$ cat config.mk
export PLATFORM = sky130hd
export DESIGN_NAME = vending_machine_multi
export DESIGN_NICKNAME = d
export VERILOG_FILES = /design/src/rtl/vending_machine_multi.sv
export SDC_FILE = /design/constraint.sdc
export NUM_CORES = 1
export LEC_CHECK = 0
export CORE_ASPECT_RATIO = 0.75
export CORE_UTILIZATION = 35
export CTS_CLUSTER_SIZE = 12
export DETAILED_ROUTE_END_ITERATION = 10
export SKIP_LAST_GASP = 1
export SYNTH_ARGS = -nofsm -noshare
export SYNTH_HDL_FRONTEND = slang
export SYNTH_SLANG_ARGS = --single-unit
$ cat constraint.sdc
create_clock -name clk -period 6.18 [get_ports clk]
set_input_delay 0.618 -clock clk [delete_from_list [all_inputs] [get_ports clk]]
set_output_delay 0.618 -clock clk [all_outputs]
set_load 0.02 [all_outputs]
$ cat src/rtl/vending_machine_multi.sv
// Multi-item vending controller: credit, per-item stock, cancel/timeout refund.
// Optional SALES_AUDIT_EN adds sales_total/vend_count audit outputs.
module vending_machine_multi #(
  parameter int NUM_ITEMS = 4,
  parameter int SEL_W = 2,
  parameter int CREDIT_W = 8,
  parameter logic [NUM_ITEMS*CREDIT_W-1:0] PRICE_LIST =
    {8'd20, 8'd15, 8'd10, 8'd5},
  parameter int MAX_CREDIT = 100,
  parameter int TIMEOUT = 16,
  parameter int STOCK_W = 4,
  parameter int INIT_STOCK = 3
) (
  input  logic                 clk,
  input  logic                 rst,
  input  logic                 coin_5,
  input  logic                 coin_10,
  input  logic [SEL_W-1:0]     sel,
  input  logic                 sel_valid,
  input  logic                 cancel,
  input  logic                 restock,
  input  logic [SEL_W-1:0]     restock_sel,
  output logic [NUM_ITEMS-1:0] dispense,
  output logic                 change,
  output logic [CREDIT_W-1:0]  rtn,
  output logic                 rtn_valid,
  output logic [CREDIT_W-1:0]  credit,
  output logic                 deny,
  output logic                 coin_reject,
  output logic [NUM_ITEMS-1:0] sold_out,
  output logic                 busy
`ifdef SALES_AUDIT_EN
  ,
  output logic [15:0]          sales_total,
  output logic [15:0]          vend_count
`endif
);

  localparam logic [1:0] S_IDLE   = 2'd0;
  localparam logic [1:0] S_CREDIT = 2'd1;
  localparam logic [1:0] S_VEND   = 2'd2;
  localparam logic [1:0] S_RETURN = 2'd3;

  localparam int TMR_W = $clog2(TIMEOUT + 1);
  localparam logic [TMR_W-1:0] TMR_LAST = TMR_W'(TIMEOUT - 1);
  localparam logic [CREDIT_W:0] V5 = (CREDIT_W+1)'(5);
  localparam logic [CREDIT_W:0] V10 = (CREDIT_W+1)'(10);
  localparam logic [CREDIT_W:0] MAX_C = (CREDIT_W+1)'(MAX_CREDIT);
  localparam logic [SEL_W:0] NI = (SEL_W+1)'(NUM_ITEMS);
  localparam logic [STOCK_W-1:0] STK_MAX = '1;
  localparam logic [STOCK_W-1:0] STK_INIT = STOCK_W'(INIT_STOCK);

  logic [1:0]          state;
  logic [1:0]          state_nxt;
  logic [TMR_W-1:0]    timer;
  logic [TMR_W-1:0]    timer_nxt;
  logic [STOCK_W-1:0]  stock [NUM_ITEMS];
  logic [STOCK_W-1:0]  stock_nxt [NUM_ITEMS];

  logic [CREDIT_W:0]   coin_val;
  logic [CREDIT_W:0]   credit_sum;
  logic                coin_any;
  logic                coin_ok;
  logic [CREDIT_W-1:0] credit_acc;
  logic [CREDIT_W-1:0] credit_nxt;
  logic [CREDIT_W-1:0] credit_left;
  logic [CREDIT_W-1:0] sel_price;
  logic                sel_in;
  logic                sel_empty;
  logic                grant;
  logic                deny_nxt;
  logic                timeout;
  logic                refund;
  logic [CREDIT_W-1:0] rtn_nxt;
  logic [NUM_ITEMS-1:0] dispense_nxt;
  logic [NUM_ITEMS-1:0] sold_nxt;

  // Coin valuation and acceptance against the credit ceiling
  always_comb begin
    coin_val = (coin_5 ? V5 : '0) + (coin_10 ? V10 : '0);
    coin_any = coin_5 | coin_10;
    credit_sum = {1'b0, credit} + coin_val;
    coin_ok = coin_any &&
              (state == S_IDLE || state == S_CREDIT) &&
              (credit_sum <= MAX_C);
    credit_acc = coin_ok ? credit_sum[CREDIT_W-1:0] : credit;
  end

  // Price and availability of the requested item
  always_comb begin
    sel_price = '0;
    sel_empty = 1'b1;
    sel_in = ({1'b0, sel} < NI);
    for (int i = 0; i < NUM_ITEMS; i++) begin
      if (sel == SEL_W'(i)) begin
        sel_price = PRICE_LIST[i*CREDIT_W +: CREDIT_W];
        sel_empty = (stock[i] == '0);
      end
    end
  end

  // Selection decision, timeout and refund conditions in CREDIT
  always_comb begin
    grant = (state == S_CREDIT) && !cancel && sel_valid &&
            sel_in && !sel_empty && (credit >= sel_price);
    deny_nxt = (state == S_CREDIT) && !cancel && sel_valid && !grant;
    timeout = (state == S_CREDIT) && !cancel && !sel_valid &&
              !coin_ok && (timer == TMR_LAST);
    credit_left = credit_acc - sel_price;
    refund = 1'b0;
    rtn_nxt = rtn;
    if (state == S_CREDIT && (cancel || timeout)) begin
      refund = 1'b1;
      rtn_nxt = credit_acc;
    end else if (state == S_VEND && credit != '0) begin
      refund = 1'b1;
      rtn_nxt = credit;
    end
  end

  // Next state, credit and idle timer
  always_comb begin
    state_nxt = state;
    credit_nxt = credit;
    timer_nxt = '0;
    unique case (state)
      S_IDLE: begin
        credit_nxt = credit_acc;
        if (coin_ok) state_nxt = S_CREDIT;
      end
      S_CREDIT: begin
        credit_nxt = credit_acc;
        if (cancel || timeout) begin
          state_nxt = S_RETURN;
          credit_nxt = '0;
        end else if (grant) begin
          state_nxt = S_VEND;
          credit_nxt = credit_left;
        end else if (!(coin_ok || sel_valid)) begin
          timer_nxt = timer + 1'b1;
        end
      end
      S_VEND: begin
        credit_nxt = '0;
        state_nxt = (credit != '0) ? S_RETURN : S_IDLE;
      end
      S_RETURN: begin
        credit_nxt = '0;
        state_nxt = S_IDLE;
      end
      default: begin
        credit_nxt = '0;
        state_nxt = S_IDLE;
      end
    endcase
  end

  // Per-item stock update: vend decrement, saturating restock
  always_comb begin
    for (int i = 0; i < NUM_ITEMS; i++) begin
      logic inc;
      logic dec;
      inc = restock && (restock_sel == SEL_W'(i));
      dec = grant && (sel == SEL_W'(i));
      dispense_nxt[i] = dec;
      stock_nxt[i] = stock[i];
      if (inc && dec) stock_nxt[i] = stock[i];
      else if (dec) stock_nxt[i] = stock[i] - 1'b1;
      else if (inc && stock[i] != STK_MAX)
        stock_nxt[i] = stock[i] + 1'b1;
      sold_nxt[i] = (stock_nxt[i] == '0);
    end
  end

  // State, credit, stock and registered outputs
  always_ff @(posedge clk) begin
    if (rst) begin
      state <= S_IDLE;
      credit <= '0;
      timer <= '0;
      for (int i = 0; i < NUM_ITEMS; i++) stock[i] <= STK_INIT;
      dispense <= '0;
      change <= 1'b0;
      rtn <= '0;
      rtn_valid <= 1'b0;
      deny <= 1'b0;
      coin_reject <= 1'b0;
      sold_out <= {NUM_ITEMS{STK_INIT == '0}};
      busy <= 1'b0;
    end else begin
      state <= state_nxt;
      credit <= credit_nxt;
      timer <= timer_nxt;
      for (int i = 0; i < NUM_ITEMS; i++) stock[i] <= stock_nxt[i];
      dispense <= dispense_nxt;
      change <= grant && (credit_left != '0);
      rtn <= rtn_nxt;
      rtn_valid <= refund;
      deny <= deny_nxt;
      coin_reject <= coin_any && !coin_ok;
      sold_out <= sold_nxt;
      busy <= (state_nxt == S_VEND) || (state_nxt == S_RETURN);
    end
  end

`ifdef SALES_AUDIT_EN
  logic [16:0] total_sum;
  logic [16:0] count_sum;

  // Saturating sums for the audit counters
  always_comb begin
    total_sum = {1'b0, sales_total} + 17'(sel_price);
    count_sum = {1'b0, vend_count} + 17'd1;
  end

  // Audit counters advance together with the vend
  always_ff @(posedge clk) begin
    if (rst) begin
      sales_total <= '0;
      vend_count <= '0;
    end else if (grant) begin
      sales_total <= total_sum[16] ? 16'hFFFF : total_sum[15:0];
      vend_count <= count_sum[16] ? 16'hFFFF : count_sum[15:0];
    end
  end
`else
  // Audit counters are not built in this configuration
`endif

endmodule
; ---- Word-level counts from Yosys, hierarchy flattened
; Memory sizes are Yosys's and may differ from the RTL's.
; Index checks and enable logic that the tools add are counted.
[word_totals]
ff_bits = 36
mem_bits_rw = 16
elab_cells = 145
mem_count = 1
[mem_list]
columns = name, words, width, rd, rd_ports_with_merged_regs, write_ports, line
row1 = stock, 4, 4, 4, 0, 4, 57  ; logic [STOCK_W-1:0] stock [NUM_ITEMS];
[op_classes]
add_sub_neg = 12
order_cmp = 2
eq_ne = 16
n_mux = 42
n_bitwise = 6
reduce_logical = 55
[ops]
columns = operator, count
row1 = $mux 4, 17
row2 = $mux 8, 8
row3 = $logic_not 4->1, 8
row4 = $logic_and 1x1->1, 30
row5 = $pmux 8 s3, 1
row6 = $add 4x1->4 const B, 4
row7 = $eq 2x2->1 const B, 8
row8 = $ne 4x4->1 const B, 4
row9 = $reduce_bool 8->1, 2
row10 = $sub 4x1->4 const B, 4
row11 = $add 8x5->9, 1
row12 = $le 9x7->1 const B, 1
row13 = $mux 1, 9
row14 = $ge 8x8->1, 1
row15 = $mux 2, 4
row16 = $pmux 2 s4, 1
row17 = $sub 8x8->8, 1
row18 = $eq 2x1->1 const B, 3
row19 = $logic_not 2->1, 3
row20 = $mux 3, 2
row21 = $add 3x4->5, 1
row22 = $add 5x1->5 const B, 1
row23 = $eq 5x4->1 const B, 1
row24 = $logic_not 1->1, 5
row25 = 6 further kinds, 13

; ---- Longest topological paths before layout
; An unclocked memory read counts as a cell.
[logic_depth]
depth_word = 14
ltp_mapped = 20
mapped_depth_nobuf = 19

; ---- Worst setup path after synthesis
; No wires, ideal clock.
[synth_timing]
path_type = input-to-reg
startpoint = input port coin_5
endpoint = register change
setup_time_ps = 120
arrival_time_ps = 4450
t_required_ps = 6060
slack_ps = 1610
path_stages = 20
n_path_buf = 1
path_cell_list = ha_1 > inv_1 > fa_1 > nand2b_1 > a221oi_1 > and2_1 > o22ai_2 > nor3_4 > buf_6 > mux2i_1 > inv_1 > fa_1 > nand2b_1 > a21oi_1 > nor2_1 > maj3_1 > a21oi_1 > o211ai_1 > o21a_1 > o31a_1
[synth_via]
elab_chain_len = 9
elab_cells_between_ends = 11
cone_classes = add/sub (3) / order compare (1) / mux (2) / bitwise (1) / reduce/logical (4)
[synth_rtl]
columns = element, line
row1 = "start, declared", 16  ; input logic coin_5,
row2 = $mux 3, 80  ; coin_val = (coin_5 ? V5 : '0) + (coin_10 ? V10 : '0);
row3 = $add 3x4->5, 80
row4 = $add 8x5->9, 82  ; credit_sum = {1'b0, credit} + coin_val;
row5 = $le 9x7->1, 85  ; (credit_sum <= MAX_C);
row6 = $logic_and 1x1->1, 84  ; (state == S_IDLE || state == S_CREDIT) &&
row7 = $mux 8 (*), 86  ; credit_acc = coin_ok ? credit_sum[CREDIT_W-1:0] : credit;
row8 = $sub 8x8->8 (*), 109  ; credit_left = credit_acc - sel_price;
row9 = $reduce_bool 8->1 (*), 196  ; change <= grant && (credit_left != '0);
row10 = $logic_and 1x1->1 (*), 196
row11 = "end signal, assigned", 196
row12 = "end, declared", 24  ; output logic change,
; Every way passes the cells marked *; elsewhere a longest branch is shown, timed or not.
; A chain may end at the register's enable or synchronous reset.

; ---- Worst setup path after layout
; Ends and elaborated chain as after synthesis.

==> qor.csv <==
stage,metric,value,unit
critical_path,worst stage delay on the critical path,0.52,ns
synth,adder-cell share of the synthesized area,0.117,
layout,fin nets,492,
routing,Final ANT Viol Nets,0,
place,pre-CTS WS,0.481,ns
layout,Multi-input gate area,2320,um^2
timing,Final min period,5.51,ns
clock_tree,TritonCTS buffer count,5,
power_and_ir_drop,maximum vdd drop,0.0980,mV
synth,yosys warns,0,
timing,Fin. Hold Viols,0,
clock_tree,CTS tree,yes,
critical_path,Worst Path Required,6.37,ns
critical_path,crit-path cells,clkdlybuf4s50_1 > ha_1 > inv_1 > fa_1 > nand2b_1 > a221oi_1 > and2_1 > o22ai_2 > nor3_4 > mux2i_1 > inv_1 > fa_1 > nand2b_1 > a21oi_1 > nor2_1 > maj3_1 > a21oi_1 > o211ai_1 > o21a_1 > o31a_1,
timing,RSZ-0062 raised after global routing,false,
synth,Synth cell types,72,
synth,mux share of post-synthesis cell area,0.0219,
job,Max-Cap Viols,0,
grt,GRT overflow,0,
clock_tree,CTS max path bufs,2,
layout,P&R area growth vs syn,17.6,%
synth,"FF+latch count, synth",51,
synth,largest family of logic cells by synthesized area,simple AND/OR/NAND/NOR gates,
synth,Avg Synthesized Cell Area,8.44,um^2
clock_tree,postcts setup bufs,0,
grt,first-pass GRT wire length,14300,um
place,routability cong.,0.898,
critical_path,CP arrival,5.69,ns
floorplanning,Starting Density,0.363,
synth,syn_nets,461,
floorplanning,num ports,40,
layout,Fill cells,959,
timing,Final TNS setup,0,ns
routing,post-DR wirelength/cell,15.2,um
routing,DR iter-0 viols,236,
routing,Detailed Route WL,8860,um
synth,Post-Syn Instances,419,
critical_path,crit start category,input port,
routing,Initial DRT Pass Iterations,5,
routing,drc violations,0,
clock_tree,post-CTS resize count,0,
power_and_ir_drop,pwr dens,280,nW/um^2
grt,vias in the first global route,2863,
clock_tree,"Clk Latency, worst-skew pair",0.30,ns
critical_path,worst path bufs/invs,3,
grt,largest net degree at the start of global routing,26,
timing,Achievable Freq,182,MHz
clock_tree,clk root buf,clkbuf_16,
floorplanning,FP Rows,31,
place,dpl cells,575,
synth,"EDFF count, synth",0,
clock_tree,clock sinks,51,
layout,diodes inserted,0,
timing,Tcrit/Tclk final,0.891,
place,IO buf count,39,
synth,sequential-to-total area share from yosys stat,0.289,
grt,GR Util All Layers,0.173,
timing,final setup vio count,0,
synth,Simple-Gate Fraction of Synth Area,0.267,
floorplanning,die area,10500,um^2
layout,register area,1020,um^2
critical_path,Critical Path Sink Type,flip-flop,
critical_path,"delay-heaviest family, CP",adder cells,
critical_path,Setup CP Type,in -> reg,
synth,Post-Synth XOR/XNOR Area,0.0421,
floorplanning,Core Region,9740,um^2
timing,Slew HR,0.431,
timing,final setup skew,0.00786,ns
clock_tree,Clock transition at path regs,0.07,ns
floorplanning,Die Y,89.0,um
clock_tree,H-tree level count,2,
grt,initial antenna violation count,0,
worst_hold_path,HP Class,reg -> reg,
timing,Final WS setup,0.674,ns
power_and_ir_drop,leakage,1.69,nW
synth,Mapped Area,3530,um^2
critical_path,cell at the slowest stage of the critical path,fa_1,
routing,vias per cell,5.43,
routing,DR vias,3168,
outcome,status,completed,
layout,layout cells sized above 1,0.0665,
clock_tree,cts hold-fix bufs,0,
layout,Final Non-Filler Cells,583,
synth,Synth Area in Compound Gates,0.209,
critical_path,crit path max fanout,12,
place,hpwl dp,6640,um
floorplanning,Horiz. Die Dim,118,um
timing,worst-margin pin slew,0.854,ns
synth,"FFs w/ async S/R, synth",0,
timing,"Slew Viols, Final",0,
synth,main flop type after synthesis,dfxtp_1,
[metal layers]
| layer | vias up | global-route usage | wire length (um) |
|---|---|---|---|
| met4 | 0 | 0.0490 | 93 |
| met2 | 80 | 0.260 | 3720 |
| li1 | 1588 | - | - |
| met5 | - | 0 | 0 |
| met3 | 8 | 0.0351 | 368 |
| met1 | 1492 | 0.250 | 4670 |
[cell usage in the layout (no fill, tap or decap), drive strengths merged, types with 4 or more instances in the layout]
cell | Yosys | final
dfxtp | 51 | 51
clkdlybuf4s50 | 0 | 39
nor2 | 35 | 35
nand2 | 29 | 29
ha | 29 | 29
inv | 24 | 24
a21oi | 22 | 22
nand3 | 15 | 15
xnor2 | 13 | 13
and3 | 13 | 13
and2 | 10 | 10
a211oi | 10 | 10
nand2b | 9 | 9
a31oi | 9 | 9
nor3 | 9 | 9
or2 | 9 | 9
o211ai | 8 | 8
o21ai | 8 | 8
or3 | 7 | 7
nor2b | 7 | 7
o22ai | 7 | 7
nand3b | 6 | 6
clkbuf | 10 | 6
a21o | 5 | 5
nand4 | 5 | 5
a22oi | 5 | 5
nor4b | 5 | 5
a211o | 4 | 4
mux2i | 4 | 4
xor2 | 4 | 4
[final cells by class]
class	count	area share
Sequential cell	51	0.246
Clock inverter	2	0.00391
Inverter	24	0.0217
Clock buffer	6	0.0334
Multi-Input combinational cell	327	0.558
Tap cell	132	0.0397
Timing Repair Buffer	41	0.0975
[metrics by stage]
stage	hold WS (ns)	utilization	cell area [um^2]	power, mW
detailed placement	0.441	0.411	4000	0.872
CTS	0.457	0.427	4160	1.17
global placement	0.436	0.411	4000	0.864
floorplan	0.418	-	3530	0.748
finish	0.452	0.427	4160	1.16
global route	0.469	0.427	4160	1.24
[worst paths after layout]
| kind | start | end | slack, ns | depth (start not counted) |
|---|---|---|---|---|
| max | coin_5 | change | 0.67 | 20 |
| max reg2reg | credit[0] | change | 1.01 | 19 |
| min | timer[0] | timer[0] | 0.45 | 1 |
| min reg2reg | timer[0] | timer[0] | 0.45 | 1 |
[synth_stat cells, types with 3 or more instances]
library cell   n  area [um^2]
nand2b_1       9         56.3
a31oi_1        9         56.3
a211o_1        4         35.0
inv_1         24         90.1
nor3_1         8         40.0
nor2_1        35          131
a211oi_2       4         50.1
a21oi_1       22          110
nand3_1       15         75.1
xnor2_1       13          114
nor4b_1        3         26.3
and2_1        10         62.6
ha_1          29          363
xor2_1         4         35.0
a211oi_1       6         45.0
or3_1          7         43.8
o22ai_1        6         37.5
buf_6          4         45.0
o211ai_1       8         60.1
and3_1        13         81.3
nand3b_1       6         45.0
o21ai_0        6         30.0
nand4_1        5         31.3
clkbuf_1      10         37.5
dfxtp_1       51         1020
a21o_1         5         37.5
or2_1          5         31.3
nor2b_1        6         37.5
nand2_1       29          109
a22oi_1        4         30.0
or2_2          4         25.0
mux2i_1        4         40.0
[cell families (layout without fill, tap and decap cells)]
kind of cell    after synthesis  after routing
simple gates                170            170
compound gates              101            101
buf+inv                      41             73
flops                        51             51
xor+xnor                     17             17
mux                           7              7
fa+ha+maj                    32             32
[sequential cells by signal (all words and copies together) (netlist names)]
signal	flops
rtn_valid	1
coin_reject	1
busy	1
deny	1
dispense	4
timer	5
state	1
rtn	8
stock	16
sold_out	4
credit	8
change	1
[where the power goes]
part           total [mW]  switching [mW]  internal [mW]
Combinational       0.470           0.266          0.205
Sequential          0.403          0.0450          0.358
Clock               0.290           0.128          0.162
Total                1.16           0.439          0.725
Power figures use the tool's default switching activity.
